--- src/rtl/video_pkg.sv ---
// Shared 720p video definitions for the HDMI pixel path.
package video_pkg;

    localparam int H_ACTIVE    = 1280;
    localparam int V_ACTIVE    = 720;
    localparam int H_TOTAL     = 1650;
    localparam int V_TOTAL     = 750;
    localparam int COLOUR_BITS = 8;

    typedef struct packed {
        logic [COLOUR_BITS-1:0] r;
        logic [COLOUR_BITS-1:0] g;
        logic [COLOUR_BITS-1:0] b;
    } rgb_t;

    typedef enum logic {
        DIR_INC = 1'b0,
        DIR_DEC = 1'b1
    } dir_e;

endpackage

--- src/rtl/bounce_axis.sv ---
// One axis of the bouncing box: position and travel direction, stepped on tick,
// clamped and reversed at 0 and LIMIT-SIZE.
module bounce_axis
    import video_pkg::*;
#(
    parameter int LIMIT = 1280,
    parameter int SIZE  = 64,
    parameter int STEP  = 4,
    parameter int W     = 11
) (
    input  logic         i_clk,
    input  logic         i_reset,
    input  logic         i_tick,
    output logic [W-1:0] o_pos,
    output logic         o_dir
);

    // One extra bit so pos+STEP can never wrap before the compare.
    localparam logic [W:0] MAX_POS = (W+1)'(LIMIT - SIZE);
    localparam logic [W:0] STEP_X  = (W+1)'(STEP);

    logic [W-1:0] pos_q, pos_d;
    dir_e         dir_q, dir_d;
    logic [W:0]   pos_x, sum;

    always_comb begin
        pos_x = {1'b0, pos_q};
        sum   = pos_x + STEP_X;
        pos_d = pos_q;
        dir_d = dir_q;
        if (i_tick) begin
            if (dir_q == DIR_INC) begin
                if (sum >= MAX_POS) begin
                    pos_d = MAX_POS[W-1:0];
                    dir_d = DIR_DEC;
                end else begin
                    pos_d = sum[W-1:0];
                end
            end else if (pos_x <= STEP_X) begin
                pos_d = '0;
                dir_d = DIR_INC;
            end else begin
                pos_d = pos_q - STEP_X[W-1:0];
            end
        end
    end

    always_ff @(posedge i_clk) begin
        if (i_reset) begin
            pos_q <= '0;
            dir_q <= DIR_INC;
        end else begin
            pos_q <= pos_d;
            dir_q <= dir_d;
        end
    end

    assign o_pos = pos_q;
    assign o_dir = (dir_q == DIR_DEC);

endmodule

--- src/rtl/bounce_box_overlay.sv ---
// Draws a solid box that bounces around the active area over the pattern
// colour; timing and colour both leave through the same 2-stage pipeline.
module bounce_box_overlay
    import video_pkg::*;
#(
    parameter int                       H_ACTIVE    = video_pkg::H_ACTIVE,
    parameter int                       V_ACTIVE    = video_pkg::V_ACTIVE,
    parameter int                       SX_W        = 11,
    parameter int                       SY_W        = 10,
    parameter int                       COLOUR_BITS = video_pkg::COLOUR_BITS,
    parameter int                       BOX_SIZE    = 64,
    parameter int                       STEP        = 4,
    parameter logic [3*COLOUR_BITS-1:0] BOX_RGB     = 24'hFF_FF_00
) (
    input  logic                   i_clk_pxl,
    input  logic                   i_reset,
    input  logic [SX_W-1:0]        i_sx,
    input  logic [SY_W-1:0]        i_sy,
    input  logic                   i_hsync,
    input  logic                   i_vsync,
    input  logic                   i_de,
    input  logic [COLOUR_BITS-1:0] i_red,
    input  logic [COLOUR_BITS-1:0] i_green,
    input  logic [COLOUR_BITS-1:0] i_blue,
    input  logic                   i_enable,
    output logic                   o_hsync,
    output logic                   o_vsync,
    output logic                   o_de,
    output logic [COLOUR_BITS-1:0] o_red,
    output logic [COLOUR_BITS-1:0] o_green,
    output logic [COLOUR_BITS-1:0] o_blue,
    output logic [SX_W-1:0]        o_box_x,
    output logic [SY_W-1:0]        o_box_y
);

    localparam int CW = 3 * COLOUR_BITS;

    logic            tick, move;
    logic            en_q, en_d;
    logic [SX_W-1:0] box_x;
    logic [SY_W-1:0] box_y;
    logic            unused_dir_x, unused_dir_y;
    logic            in_box;

    logic [2:0]    s1_sync_q, s1_sync_d;
    logic [CW-1:0] s1_rgb_q, s1_rgb_d;
    logic          s1_in_box_q, s1_in_box_d;
    logic [2:0]    s2_sync_q, s2_sync_d;
    logic [CW-1:0] s2_rgb_q, s2_rgb_d;

    // First blanking line, first pixel: box state only changes here so a
    // frame is never drawn with two positions.
    assign tick = (i_sx == '0) && (i_sy == SY_W'(V_ACTIVE));
    assign en_d = tick ? i_enable : en_q;
    assign move = tick && i_enable;

    bounce_axis #(.LIMIT(H_ACTIVE), .SIZE(BOX_SIZE), .STEP(STEP), .W(SX_W)) u_axis_x (
        .i_clk   (i_clk_pxl),
        .i_reset (i_reset),
        .i_tick  (move),
        .o_pos   (box_x),
        .o_dir   (unused_dir_x)
    );

    bounce_axis #(.LIMIT(V_ACTIVE), .SIZE(BOX_SIZE), .STEP(STEP), .W(SY_W)) u_axis_y (
        .i_clk   (i_clk_pxl),
        .i_reset (i_reset),
        .i_tick  (move),
        .o_pos   (box_y),
        .o_dir   (unused_dir_y)
    );

    always_comb begin
        in_box = i_de && en_q
            && ({1'b0, box_x} <= {1'b0, i_sx})
            && ({1'b0, i_sx}  <  {1'b0, box_x} + (SX_W+1)'(BOX_SIZE))
            && ({1'b0, box_y} <= {1'b0, i_sy})
            && ({1'b0, i_sy}  <  {1'b0, box_y} + (SY_W+1)'(BOX_SIZE));
        s1_sync_d   = {i_hsync, i_vsync, i_de};
        s1_rgb_d    = {i_red, i_green, i_blue};
        s1_in_box_d = in_box;
        s2_sync_d   = s1_sync_q;
        s2_rgb_d    = s1_in_box_q ? BOX_RGB : s1_rgb_q;
    end

    always_ff @(posedge i_clk_pxl) begin
        if (i_reset) begin
            en_q        <= 1'b0;
            s1_sync_q   <= '0;
            s1_rgb_q    <= '0;
            s1_in_box_q <= 1'b0;
            s2_sync_q   <= '0;
            s2_rgb_q    <= '0;
        end else begin
            en_q        <= en_d;
            s1_sync_q   <= s1_sync_d;
            s1_rgb_q    <= s1_rgb_d;
            s1_in_box_q <= s1_in_box_d;
            s2_sync_q   <= s2_sync_d;
            s2_rgb_q    <= s2_rgb_d;
        end
    end

    assign {o_hsync, o_vsync, o_de}  = s2_sync_q;
    assign {o_red, o_green, o_blue}  = s2_rgb_q;
    assign o_box_x = box_x;
    assign o_box_y = box_y;

endmodule
--- config.mk ---
export PLATFORM = sky130hd
export DESIGN_NAME = bounce_box_overlay
export DESIGN_NICKNAME = d
export VERILOG_FILES = /design/src/rtl/video_pkg.sv /design/src/rtl/bounce_axis.sv /design/src/rtl/bounce_box_overlay.sv
export SDC_FILE = /design/constraint.sdc
export NUM_CORES = 1
export LEC_CHECK = 0
export CORE_ASPECT_RATIO = 0.5
export CORE_MARGIN = 8
export CORE_UTILIZATION = 40
export DETAILED_ROUTE_END_ITERATION = 10
export HOLD_SLACK_MARGIN = 0.15
export PLACE_DENSITY = 0.68
export RECOVER_POWER = 100
export SKIP_CTS_REPAIR_TIMING = 1
export SYNTH_ARGS = -nofsm -noshare
export SYNTH_HDL_FRONTEND = slang
export SYNTH_SLANG_ARGS = --single-unit
--- constraint.sdc ---
create_clock -name i_clk_pxl -period 5.9 [get_ports i_clk_pxl]
set_input_delay 0.59 -clock i_clk_pxl [delete_from_list [all_inputs] [get_ports i_clk_pxl]]
set_output_delay 0.59 -clock i_clk_pxl [all_outputs]
set_load 0.01 [all_outputs]
## After elaboration in Yosys (flattened, before gate mapping)

Cells that the tools add are included.

- Mux-type cells: 13
- Bitwise gates (word level): 0
- Div/mod/pow operators: 0
- Equality and inequality tests: 1
- Add/subtract/negate cells: 6
- Magnitude comparators: 8
- Shift operators: 0
- Reduce and logical (&&, ||, !) cells: 9
- Multiply operators: 0

Operator list:

| operator | count |
|---|---|
| 11-bit 2-to-1 mux | 3 |
| 10-bit 2-to-1 mux | 3 |
| 24-bit 2-to-1 mux | 1 |
| 11-bit by 3-bit adder with 12-bit output (second input constant) | 1 |
| 11-bit by 7-bit adder with 12-bit output (second input constant) | 1 |
| 12-bit by 11-bit >= comparator with 1-bit output (second input constant) | 1 |
| 11-bit by 12-bit < comparator with 1-bit output | 1 |
| 10-bit by 3-bit adder with 11-bit output (second input constant) | 1 |
| 10-bit by 7-bit adder with 11-bit output (second input constant) | 1 |
| 11-bit by 10-bit >= comparator with 1-bit output (second input constant) | 1 |
| 11-bit <= comparator | 1 |
| 11-bit by 3-bit <= comparator with 1-bit output (second input constant) | 1 |
| 11-bit zero test | 1 |
| 10-bit by 11-bit < comparator with 1-bit output | 1 |
| 11-bit by 3-bit subtractor with 11-bit output (second input constant) | 1 |
| 10-bit equality test (second input constant) | 1 |
| 10-bit <= comparator | 1 |
| 10-bit by 3-bit <= comparator with 1-bit output (second input constant) | 1 |
| 10-bit by 3-bit subtractor with 10-bit output (second input constant) | 1 |
| 1-bit logical AND | 7 |
| 1-bit 2-to-1 mux | 6 |
| 2-bit OR reduction | 1 |

- Memories: 0
- Bits of input ports: 51
- Bits in latches: 0
- Flip-flop bits (word level): 79
- ROM bits: 0
- Memory bits (writable): 0

## Logic depth before layout (Yosys ltp)

Gate-level depths: netlist of run 1.

- Depth after elaboration: 5
- Gate-level depth with buffers: 9

## Hierarchy

From an unflattened synthesis of run 1, not the netlist that was laid out.

- Cell total of the unflattened synthesis: 541
- Area, all modules: 4571.9 um^2

Modules (own cells, without submodules):

| module | area each (um^2) | times used | cells each | seq. area each (um^2) |
|---|---|---|---|---|
| bounce_box_overlay | 2701.3 | 1 | 299 | 1121.1 |
| bounce_axis (u_axis_x) | 975.9 | 1 | 127 | 200.2 |
| bounce_axis (u_axis_y) | 894.6 | 1 | 115 | 180.2 |

## Worst setup path before layout of run 1

Ideal clock, no wire load.

- Path kind: register to register
- Start: register u_axis_x.pos_q[3], in the netlist u_axis_x.o_pos[3]
- End: register u_axis_x.pos_q[7], in the netlist u_axis_x.o_pos[7]
- Buffers on the path: 0
- Clock period less this slack: 2.205 ns
- Stages on the path, launching flop included: 8
- Data required time: 5.764 ns
- Data arrival time: 2.069 ns
- Slack: 3.695 ns
- Path through: dfxtp_1 -> ha_1 -> a21bo_1 -> a211oi_2 -> o31ai_1 -> o21a_1 -> a2111oi_0 -> a211oi_1

- Word-level cells in the longest chain between the ends: 4

Ends and longest elaborated chain:

| what | line | RTL |
|---|---|---|
| start, declared | bounce_axis.sv:22 | `logic [W-1:0] pos_q, pos_d;` |
| start signal, assigned | bounce_axis.sv:53 | `pos_q <= pos_d;` |
| 11-bit by 3-bit adder with 12-bit output | bounce_axis.sv:28 | `sum = pos_x + STEP_X;` |
| 12-bit by 11-bit >= comparator with 1-bit output | bounce_axis.sv:33 | `if (sum >= MAX_POS) begin` |
| 11-bit 2-to-1 mux | bounce_axis.sv:33 |  |
| 11-bit 2-to-1 mux * | bounce_axis.sv:32 | `if (dir_q == DIR_INC) begin` |

Mark *: on every way between the ends. The rest lies on a longest branch, timed or not.
A chain may end at the register's enable or synchronous reset.

==> run_results.csv, run 1 <==
group,metric,value,unit
clocking,cts_buffers,9,
route,post_drt_wl_per_cell,16.1,um
sta,skew,0.00258,ns
worst_setup_path,worst_ep_arrival_time,3.65,ns
power,power_frac_comb,8.4,%
clocking,clk_latency,0.33,ns
sta,tns,0,ns
worst_setup_path,cp_max_fo,59,
logic_synthesis,synth.distinct_cells,76,
die,core_region_area,10800,sq um
logic_synthesis,ys_seq_elements,75,
placed_design,hpwl,8.88,mm
sta,finalHoldViolations,0,
power,power.share.clock,48.7,%
clocking,cts_root_buf,"clkbuf_16",
die,io_pins,99,
route,wirelength,11.9,mm
global_route,grt_pass1_vias,3832,
power,p_per_area,217,nW/um^2
worst_setup_path,required,6.02,ns
logic_synthesis,synthCells,513,
die,die_area,14800,sq um
power,power_leakage,2.39,nW
clocking,htreeDepth,3,
layout,n_antenna_cell,0,
run_status,violations,"max-capacitance violations, max-slew violations",
route,drt_iter0_drc,262,
power,netSwitchingPower,0.270,mW
clocking,cts_tree,"built",
worst_setup_path,critPathTopFamily,"buffers and inverters",
power,swShare,22.0,%
logic_synthesis,synth_edf_count,0,
layout,final_common_cell,"dfxtp_1",
sta,post-route-period-util,60.0,%
logic_synthesis,synth_area,4400,sq um
sta,worstMarginPinSlew,2.51,ns
global_route,gr-usage-met3,4.14,%
die,start_util,40.6,%
layout,drive_above_1_share,5.70,%
run_status,outcome,"finished with violations",
clocking,cts_buffer_depth,2,
layout,nNetsFinal,686,
route,ant_nets,0,
route,viasPerCell,5.40,
power,power_frac_seq,42.9,%
route,drcViolationCount,0,
sta,slew_headroom,-67.6,%
worst_setup_path,slowest_stage,"clkbuf_1",
sta,fin_ws,2.36,ns
run,maxCapViolations,1,
global_route,grt_pass1_wl,19.6,mm
logic_synthesis,synth_ff_type,"dfxtp_1",
layout,n_fill_cell,990,
global_route,top_usage_layer,"met2",
worst_setup_path,cp-end-kind,"register",
placed_design,place_congestion,0.924,
sta,slew_viol_final,60,
sta,clock.fmax,0.283,GHz
layout,mostFrequentLayoutCells,"dfxtp_1, nor2_1, clkdlybuf4s50_1",
logic_synthesis,ys_seq_area_share,34.1,%
global_route,grt_remaining_overflow,0,
sta,setup-violations-final,0,
worst_setup_path,max_stage_delay,1.78,ns
power,p_int,0.958,mW
worst_setup_path,critPathLaunchType,"input pin",
global_route,track_usage,16.2,%
min_path,hp-class,"reg2reg",
route,dr_total_vias,4001,
worst_setup_path,r2r_slack,3.04,ns
global_route,grt_antenna_before_repair,0,
worst_setup_path,worst-setup-path-type,"in2reg",
global_route,use_met1,21.2,%
worst_setup_path,path_buf_inv,3,
logic_synthesis,ys_warn_count,0,
die,rows,27,
layout,multi_input_area,2560,sq um
die,die_w,164,um
placed_design,numPortBuffers,94,
clocking,cts.sinks,75,
power,peakVddDrop,0.000166,V
global_route,grt_util_met2,25.8,%
logic_synthesis,synthArstFlopShare,0,%
clocking,clk_transition_reported_paths,0.06,ns
global_route,grt_max_degree,60,
layout,ff_latch_area,1500,sq um
route,firstDrtPassIters,5,
layout,areaGrowthSynthToFinish,28.7,%
logic_synthesis,syn_area_per_cell,8.57,sq um
sta,min_period,3.54,ns
worst_setup_path,path_cells,"buf_2 > clkbuf_1 > inv_1 > nand2_1 > o32ai_1",
sta,rsz0062_at_grt,"false",
die,die_height,90.1,um
placed_design,dp_slack,2.75,ns
## cell families (layout without fill, tap and decap cells)
group / count (synthesis) / after routing / synth area share [%]
simple gates: 200 / 200 / 24.4
compound gates: 108 / 108 / 18.4
flops: 75 / 75 / 34.1
buf+inv: 69 / 149 / 7.11
fa+ha+maj: 44 / 44 / 12.5
xor+xnor: 13 / 13 / 2.59
mux: 3 / 3 / 0.711
other cells: 1 / 4 / 0.0853
## state kept, by name, indices dropped and copies added, names as in the netlist
signal,flops
u_axis_x.o_pos,9
u_axis_x.o_dir,1
s1_rgb_q,24
s2_sync_q,3
s1_sync_q,3
s2_rgb_q,24
u_axis_y.o_dir,1
en_q,1
s1_in_box_q,1
u_axis_y.o_pos,8
## area by class of cell
cell class / count / share of cell area, %
clock inverter: 7 / 1.88
inverter: 38 / 2.52
sequential: 75 / 26.5
tap: 145 / 3.20
clock buffer: 9 / 3.98
multi-input combinational: 372 / 45.3
timing repair buffer: 95 / 16.6
## through the flow
step                      std cells  hold WS [ns]  power [mW]  area, sq um  util [%]
after floorplan                 516         0.406       0.583         4410         -
after global placement          725         0.409       0.643         5360      49.5
after detailed placement        725         0.410       0.644         5360      49.5
after CTS                       741         0.421        1.24         5700      52.5
after global routing            741         0.434        1.28         5660      52.2
final                           741         0.423        1.23         5660      52.2
## path summary, 6_finish.rpt
check / start / cells past startpoint / to
setup reg to reg: u_axis_x.o_pos[7] / 7 / u_axis_x.o_pos[7]
hold reg to reg: s1_rgb_q[2] / 1 / s2_rgb_q[2]
setup / recovery: i_reset / 5 / u_axis_y.o_pos[5]
hold / removal: s1_rgb_q[2] / 1 / s2_rgb_q[2]
## synthesized netlist by cell type (3+ instances only)
| library cell | instances | area, sq um |
|---|---|---|
| dfxtp_1 | 75 | 1500 |
| a31oi_1 | 7 | 43.8 |
| a211o_1 | 3 | 26.3 |
| clkbuf_1 | 12 | 45.0 |
| inv_1 | 37 | 139 |
| nor2_1 | 60 | 225 |
| ha_1 | 44 | 551 |
| nand3_1 | 11 | 55.1 |
| a211oi_1 | 5 | 37.5 |
| xor2_1 | 3 | 26.3 |
| nand2_1 | 20 | 75.1 |
| nor2_2 | 3 | 18.8 |
| and2_1 | 8 | 50.1 |
| a311oi_1 | 4 | 35.0 |
| a21oi_1 | 18 | 90.1 |
| nand4_1 | 10 | 62.6 |
| o311ai_1 | 3 | 26.3 |
| o21a_1 | 3 | 22.5 |
| o21ai_1 | 6 | 30.0 |
| xnor2_1 | 10 | 87.6 |
| nor2b_1 | 31 | 194 |
| nor4_1 | 11 | 68.8 |
| o31ai_1 | 5 | 37.5 |
| buf_4 | 8 | 60.1 |
| buf_2 | 7 | 35.0 |
| and3_1 | 7 | 43.8 |
| nand2b_1 | 4 | 25.0 |
| o21ai_0 | 15 | 75.1 |
| nor3_1 | 16 | 80.1 |
| o22ai_1 | 3 | 18.8 |
| o221ai_1 | 3 | 26.3 |
## power groups by stage
| stage | registers [mW] | logic [mW] | clock network (mW) |
|---|---|---|---|
| floorplan | 0.542 | 0.0405 | 0 |
| global placement | 0.538 | 0.104 | 0 |
| detailed placement | 0.539 | 0.105 | 0 |
| CTS | 0.527 | 0.106 | 0.611 |
| global route | 0.529 | 0.114 | 0.634 |
| finish | 0.527 | 0.103 | 0.599 |
## layer usage
metal | routed length, um | vias to the layer above
li1 | - | 1982
met1 | 5430 | 1822
met2 | 5360 | 188
met3 | 1080 | 9
met4 | 82 | 0
met5 | 0 | -
## worst reg2reg max path, delay by kind of cell, from the launching register on
kind,cells,cell delay (ns)
compound gates,4,1.26
fa+ha+maj,1,0.33
xor+xnor,1,0.21
flops,1,0.69
simple gates,1,0.13
Power figures use the tool's default switching activity.
==> run 2, diff against run 1 <==
Settings changed: PLACE_DENSITY 0.68 to 0.7.
Clock period 5.9 ns to 2.89 ns, I/O delays scaled along.
==> run 2 against run 1 <==
The flow still finishes with violations (max-capacitance violations, max-slew violations). Largest cell class unchanged. Clock skew up 0.0049 ns. Sequential power up 100%. Global-route usage up 0.55 points. Non-clock buffer count up 13. Register-to-register slack worse by 2.8 ns. Critical path type is now reg2reg.
==> run_results.csv, run 2 (same netlist as run 1, synthesis figures left out) <==
group,metric,value,unit
run_status,outcome,"finished with violations",
run_status,violations,"max-capacitance violations, max-slew violations",
power,power_leakage,2.43,nW
layout,n_antenna_cell,0,
route,dr_total_vias,4068,
sta,worstMarginPinSlew,1.75,ns
sta,clock.fmax,0.372,GHz
die,die_height,90.1,um
worst_setup_path,crit_end,"u_axis_y.o_pos[4]",
clocking,cts_tree,"built",
placed_design,numPortBuffers,94,
placed_design,hpwl,9.21,mm
placed_design,dp_cells,738,
worst_setup_path,cp_max_fo,12,
run,maxCapViolations,1,
clocking,cts_buffers,9,
worst_setup_path,cp-end-kind,"register",
worst_setup_path,r2r-start,"u_axis_y.o_pos[2]",
clocking,clk_transition_reported_paths,0.06,ns
die,die_w,164,um
worst_setup_path,reg2reg_depth,7,
worst_setup_path,max_stage_delay,0.85,ns
die,start_util,40.6,%
worst_setup_path,critPathLaunchType,"register",
global_route,grt_max_degree,44,
layout,areaGrowthSynthToFinish,30.5,%
global_route,grt_antenna_before_repair,0,
sta,post-route-period-util,93.0,%
clocking,cts_buffer_depth,2,
clocking,cts.sinks,75,
worst_setup_path,cp-startpoint,"u_axis_y.o_pos[2]",
layout,nNetsFinal,699,
layout,final_common_cell,"dfxtp_1",
sta,tns,0,ns
power,power.share.clock,48.3,%
power,netSwitchingPower,0.542,mW
sta,slew_viol_final,44,
clocking,htreeDepth,3,
sta,rsz0062_at_grt,"false",
route,drt_iter0_drc,315,
route,firstDrtPassIters,5,
power,power_frac_seq,43.3,%
worst_setup_path,path_cells,"inv_1 > ha_1 > o21ai_0 > o21ai_0 > o21ai_0 > a21oi_1 > a221oi_2",
layout,mostFrequentLayoutCells,"dfxtp_1, nor2_1, dlygate4sd3_1",
global_route,track_usage,16.7,%
die,die_area,14800,sq um
layout,finalNonFillerCells,754,
power,swShare,21.8,%
sta,worst_hold_slack,0.423,ns
die,rows,27,
sta,min_period,2.69,ns
clocking,cts_root_buf,"clkbuf_16",
worst_setup_path,slowest_stage,"o21ai_0",
worst_setup_path,worst_ep_arrival_time,2.89,ns
layout,drive_above_1_share,7.06,%
sta,finalHoldViolations,0,
route,viasPerCell,5.40,
global_route,grt_remaining_overflow,0,
sta,skew,0.00752,ns
die,io_pins,99,
route,post_drt_wl_per_cell,16.4,um
power,power_frac_comb,8.5,%
power,p_per_area,433,nW/um^2
die,core_region_area,10800,sq um
sta,setup-violations-final,0,
placed_design,dp_slack,0.309,ns
worst_setup_path,worst-setup-path-type,"reg2reg",
min_path,hp-class,"reg2reg",
route,wirelength,12.4,mm
worst_setup_path,r2r-end,"u_axis_y.o_pos[4]",
power,p_int,1.95,mW
global_route,grt_pass1_vias,3969,
clocking,clk_latency,0.33,ns
global_route,grt_pass1_wl,20.3,mm
sta,slew_headroom,-16.5,%
route,ant_nets,0,
worst_setup_path,required,3.10,ns
layout,finish.utilization,52.9,%
worst_setup_path,r2r_slack,0.20,ns
worst_setup_path,path_common_cell,"o21ai_0",
power,peakVddDrop,0.000300,V
sta,fin_ws,0.204,ns
route,drcViolationCount,0,
placed_design,place_congestion,0.931,
-- run 2: cell count changes in the layout (fill, tap and decap cells not counted), sizes merged --
| cell | change |
|---|---|
| buf | +12 |
| clkbuf | +1 |
| clkdlybuf4s50 | -3 |
| clkinvlp | +1 |
| dlygate4sd3 | +3 |
| inv | -1 |
-- run 2: power groups by stage --
stage | sequential (mW) | clock (mW) | combinational [mW]
after floorplan | 1.11 | 0 | 0.0826
after global placement | 1.10 | 0 | 0.214
after detailed placement | 1.10 | 0 | 0.216
after CTS | 1.08 | 1.23 | 0.218
after global routing | 1.08 | 1.27 | 0.232
final | 1.08 | 1.20 | 0.211
-- run 2: layout make-up --
| type | instances | area [sq um] |
|---|---|---|
| Multi-Input combinational cell | 372 | 2550 |
| Clock inverter | 7 | 98.8 |
| Fill cell | 970 | 5100 |
| Clock buffer | 9 | 225 |
| Inverter | 38 | 143 |
| Timing Repair Buffer | 108 | 1040 |
| Sequential cell | 75 | 1500 |
| Tap cell | 145 | 181 |
-- run 2: layer usage --
layer / share of wire (%) / track usage, % / vias to the layer above
li1: - / - / 2001
met4: 1.5 / 5.41 / 0
met5: 0 / 0 / -
met2: 45 / 26.5 / 195
met1: 45 / 21.6 / 1852
met3: 8.1 / 4.46 / 20
-- run 2: worst min-delay path by stage --
stage / end / startpoint / slack [ns] / cells past startpoint
after floorplan: s1_sync_q[0] / i_reset / 0.37 / 1
after global placement: s2_rgb_q[7] / s1_rgb_q[7] / 0.41 / 1
after detailed placement: s2_rgb_q[4] / s1_rgb_q[4] / 0.41 / 1
after CTS: u_axis_y.o_pos[7] / i_reset / 0.40 / 3
after global routing: s2_rgb_q[5] / s1_rgb_q[5] / 0.44 / 1
final: s2_rgb_q[0] / s1_rgb_q[0] / 0.42 / 1
-- run 2: worst max-delay path: cells and delay by family, from the launching register on --
kind,cells,cell delay (ns)
AOI/OAI and AO/OA,5,1.57
DFF,1,0.47
adders and majority gates,1,0.30
buffers and inverters,1,0.22
-- run 2: through the flow --
stage | instance area (sq um) | power [mW]
2_1_floorplan | 4410 | 1.19
3_3_place_gp | 5460 | 1.31
3_5_place_dp | 5460 | 1.32
4_1_cts | 5790 | 2.52
5_1_grt | 5740 | 2.58
6_report | 5740 | 2.49
==> run 3, diff against run 2 <==
--- a/config.mk
+++ b/config.mk
@@ -10,2 +10,3 @@
 export CORE_UTILIZATION = 40
+export CTS_BUF_LIST = sky130_fd_sc_hd__clkbuf_16
 export DETAILED_ROUTE_END_ITERATION = 10
--- a/constraint.sdc
+++ b/constraint.sdc
@@ -3,2 +3,2 @@
 set_output_delay 0.289 -clock i_clk_pxl [all_outputs]
-set_load 0.01 [all_outputs]
+set_load 0.005 [all_outputs]
==> run 3 against run 2 <==
The run still ends with max-capacitance violations, max-slew violations left. Power down 0.24%. Global-route usage is the same. Via count unchanged. Final cell count did not move. Combinational power is 4% lower. Sequential power barely moved. Critical path depth is the same. Clock power is essentially flat. Sequential share of layout area is 0.069 points higher. Register-to-register slack better by 0.02 ns. Critical path type unchanged.
==> run_results.csv, run 3 (same netlist as run 1, synthesis figures left out) <==
group,metric,value,unit
power,power_leakage,2.39,nW
worst_setup_path,worst-setup-path-type,"reg2reg",
worst_setup_path,path_cells,"inv_1 > ha_1 > o21ai_0 > o21ai_0 > o221ai_1 > a21oi_1 > a221oi_2",
clocking,cts_buffer_depth,2,
sta,worstMarginPinSlew,1.75,ns
sta,setup-violations-final,0,
sta,finalHoldViolations,0,
route,drt_iter0_drc,295,
layout,n_fill_cell,975,
run_status,violations,"max-capacitance violations, max-slew violations",
layout,mostFrequentLayoutCells,"dfxtp_1, nor2_1, clkdlybuf4s50_1",
clocking,cts_buffers,9,
sta,tns,0,ns
power,peakVddDrop,0.000300,V
layout,nNetsFinal,699,
die,rows,27,
die,die_height,90.1,um
worst_setup_path,cp-end-kind,"register",
worst_setup_path,critPathTopFamily,"compound AO/OA/AOI/OAI gates",
route,wirelength,12.4,mm
die,start_util,40.6,%
sta,post-route-period-util,92.3,%
layout,areaGrowthSynthToFinish,30.2,%
layout,multi_input_area,2550,sq um
die,io_pins,99,
worst_setup_path,worst_ep_arrival_time,2.87,ns
run_status,outcome,"finished with violations",
clocking,cts.sinks,75,
global_route,track_usage,16.7,%
clocking,cts_tree,"built",
sta,min_period,2.67,ns
placed_design,dp_cells,738,
route,firstDrtPassIters,5,
route,post_drt_wl_per_cell,16.4,um
global_route,grt_max_degree,44,
worst_setup_path,cp_max_fo,12,
power,finalPower,2.48,mW
power,p_per_area,433,nW/um^2
layout,n_antenna_cell,0,
route,viasPerCell,5.40,
global_route,grt_pass1_vias,3969,
die,die_area,14800,sq um
layout,drive_above_1_share,6.40,%
clocking,cts_root_buf,"clkbuf_16",
run,maxCapViolations,1,
power,power.share.clock,48.4,%
clocking,clk_latency,0.33,ns
worst_setup_path,max_stage_delay,0.82,ns
power,netSwitchingPower,0.536,mW
sta,skew,0.00752,ns
layout,final_common_cell,"dfxtp_1",
route,dr_total_vias,4068,
worst_setup_path,slowest_stage,"o21ai_0",
route,ant_nets,0,
sta,fin_ws,0.223,ns
clocking,htreeDepth,3,
placed_design,dp_slack,0.309,ns
worst_setup_path,required,3.09,ns
global_route,grt_antenna_before_repair,0,
layout,ff_latch_area,1500,sq um
min_path,hp-class,"reg2reg",
global_route,grt_pass1_wl,20.3,mm
layout,finalNonFillerCells,754,
route,drcViolationCount,0,
worst_setup_path,path_buf_inv,1,
placed_design,numPortBuffers,94,
worst_setup_path,critPathLaunchType,"register",
power,power_frac_seq,43.4,%
power,power_frac_comb,8.2,%
placed_design,place_congestion,0.931,
worst_setup_path,path_common_cell,"o21ai_0",
sta,slew_viol_final,44,
power,swShare,21.6,%
sta,clock.fmax,0.375,GHz
die,core_region_area,10800,sq um
clocking,clk_transition_reported_paths,0.06,ns
power,p_int,1.95,mW
global_route,grt_remaining_overflow,0,
die,die_w,164,um
sta,slew_headroom,-16.7,%
sta,rsz0062_at_grt,"false",
placed_design,hpwl,9.21,mm
-- run 3: changes by cell type in the layout (fill, tap and decap cells not counted), sizes merged --
| cell | delta |
|---|---|
| clkdlybuf4s50 | +5 |
| buf | -4 |
| dlygate4sd3 | -5 |
| clkbuf | +4 |
-- run 3: worst reg2reg max path: stages, from the launching register on --
cell      delay, ns
dfxtp_1        0.47
inv_1          0.22
ha_1           0.30
o21ai_0        0.15
o21ai_0        0.82
o221ai_1       0.22
a21oi_1        0.27
a221oi_2       0.09
-- run 3: power by group through the flow --
stage / registers (mW) / clock network [mW] / logic [mW]
after floorplan: 1.10 / 0 / 0.0814
after global placement: 1.10 / 0 / 0.207
after detailed placement: 1.10 / 0 / 0.209
after CTS: 1.08 / 1.23 / 0.211
after global routing: 1.08 / 1.27 / 0.225
final: 1.08 / 1.20 / 0.203
-- run 3: path summary, 6_finish.rpt --
kind                             to  slack (ns)  cells past startpoint              start
hold / removal          s2_rgb_q[0]        0.42                      1        s1_rgb_q[0]
hold reg to reg         s2_rgb_q[0]        0.42                      1        s1_rgb_q[0]
setup reg to reg  u_axis_y.o_pos[4]        0.22                      7  u_axis_y.o_pos[2]
setup / recovery  u_axis_y.o_pos[4]        0.22                      7  u_axis_y.o_pos[2]
-- run 3: layout make-up --
cell class	instances	area share, %
Clock buffer	9	3.93
Clock inverter	7	1.73
Inverter	38	2.49
Multi-Input combinational cell	372	44.6
Sequential cell	75	26.2
Tap cell	145	3.17
Timing Repair Buffer	108	17.8
-- run 3: layer usage --
layer	track usage [%]	routed length [um]
met3	4.46	1000
met4	5.41	176
met2	26.5	5560
met1	21.6	5610
met5	0	0
-- run 3: through the flow --
| stage | cell area, sq um | hold WS [ns] | utilization (%) |
|---|---|---|---|
| 6_report | 5730 | 0.423 | 52.8 |
| 3_5_place_dp | 5460 | 0.410 | 50.4 |
| 5_1_grt | 5730 | 0.436 | 52.8 |
| 4_1_cts | 5790 | 0.397 | 53.4 |
| 2_1_floorplan | 4410 | 0.373 | - |
| 3_3_place_gp | 5460 | 0.407 | 50.4 |
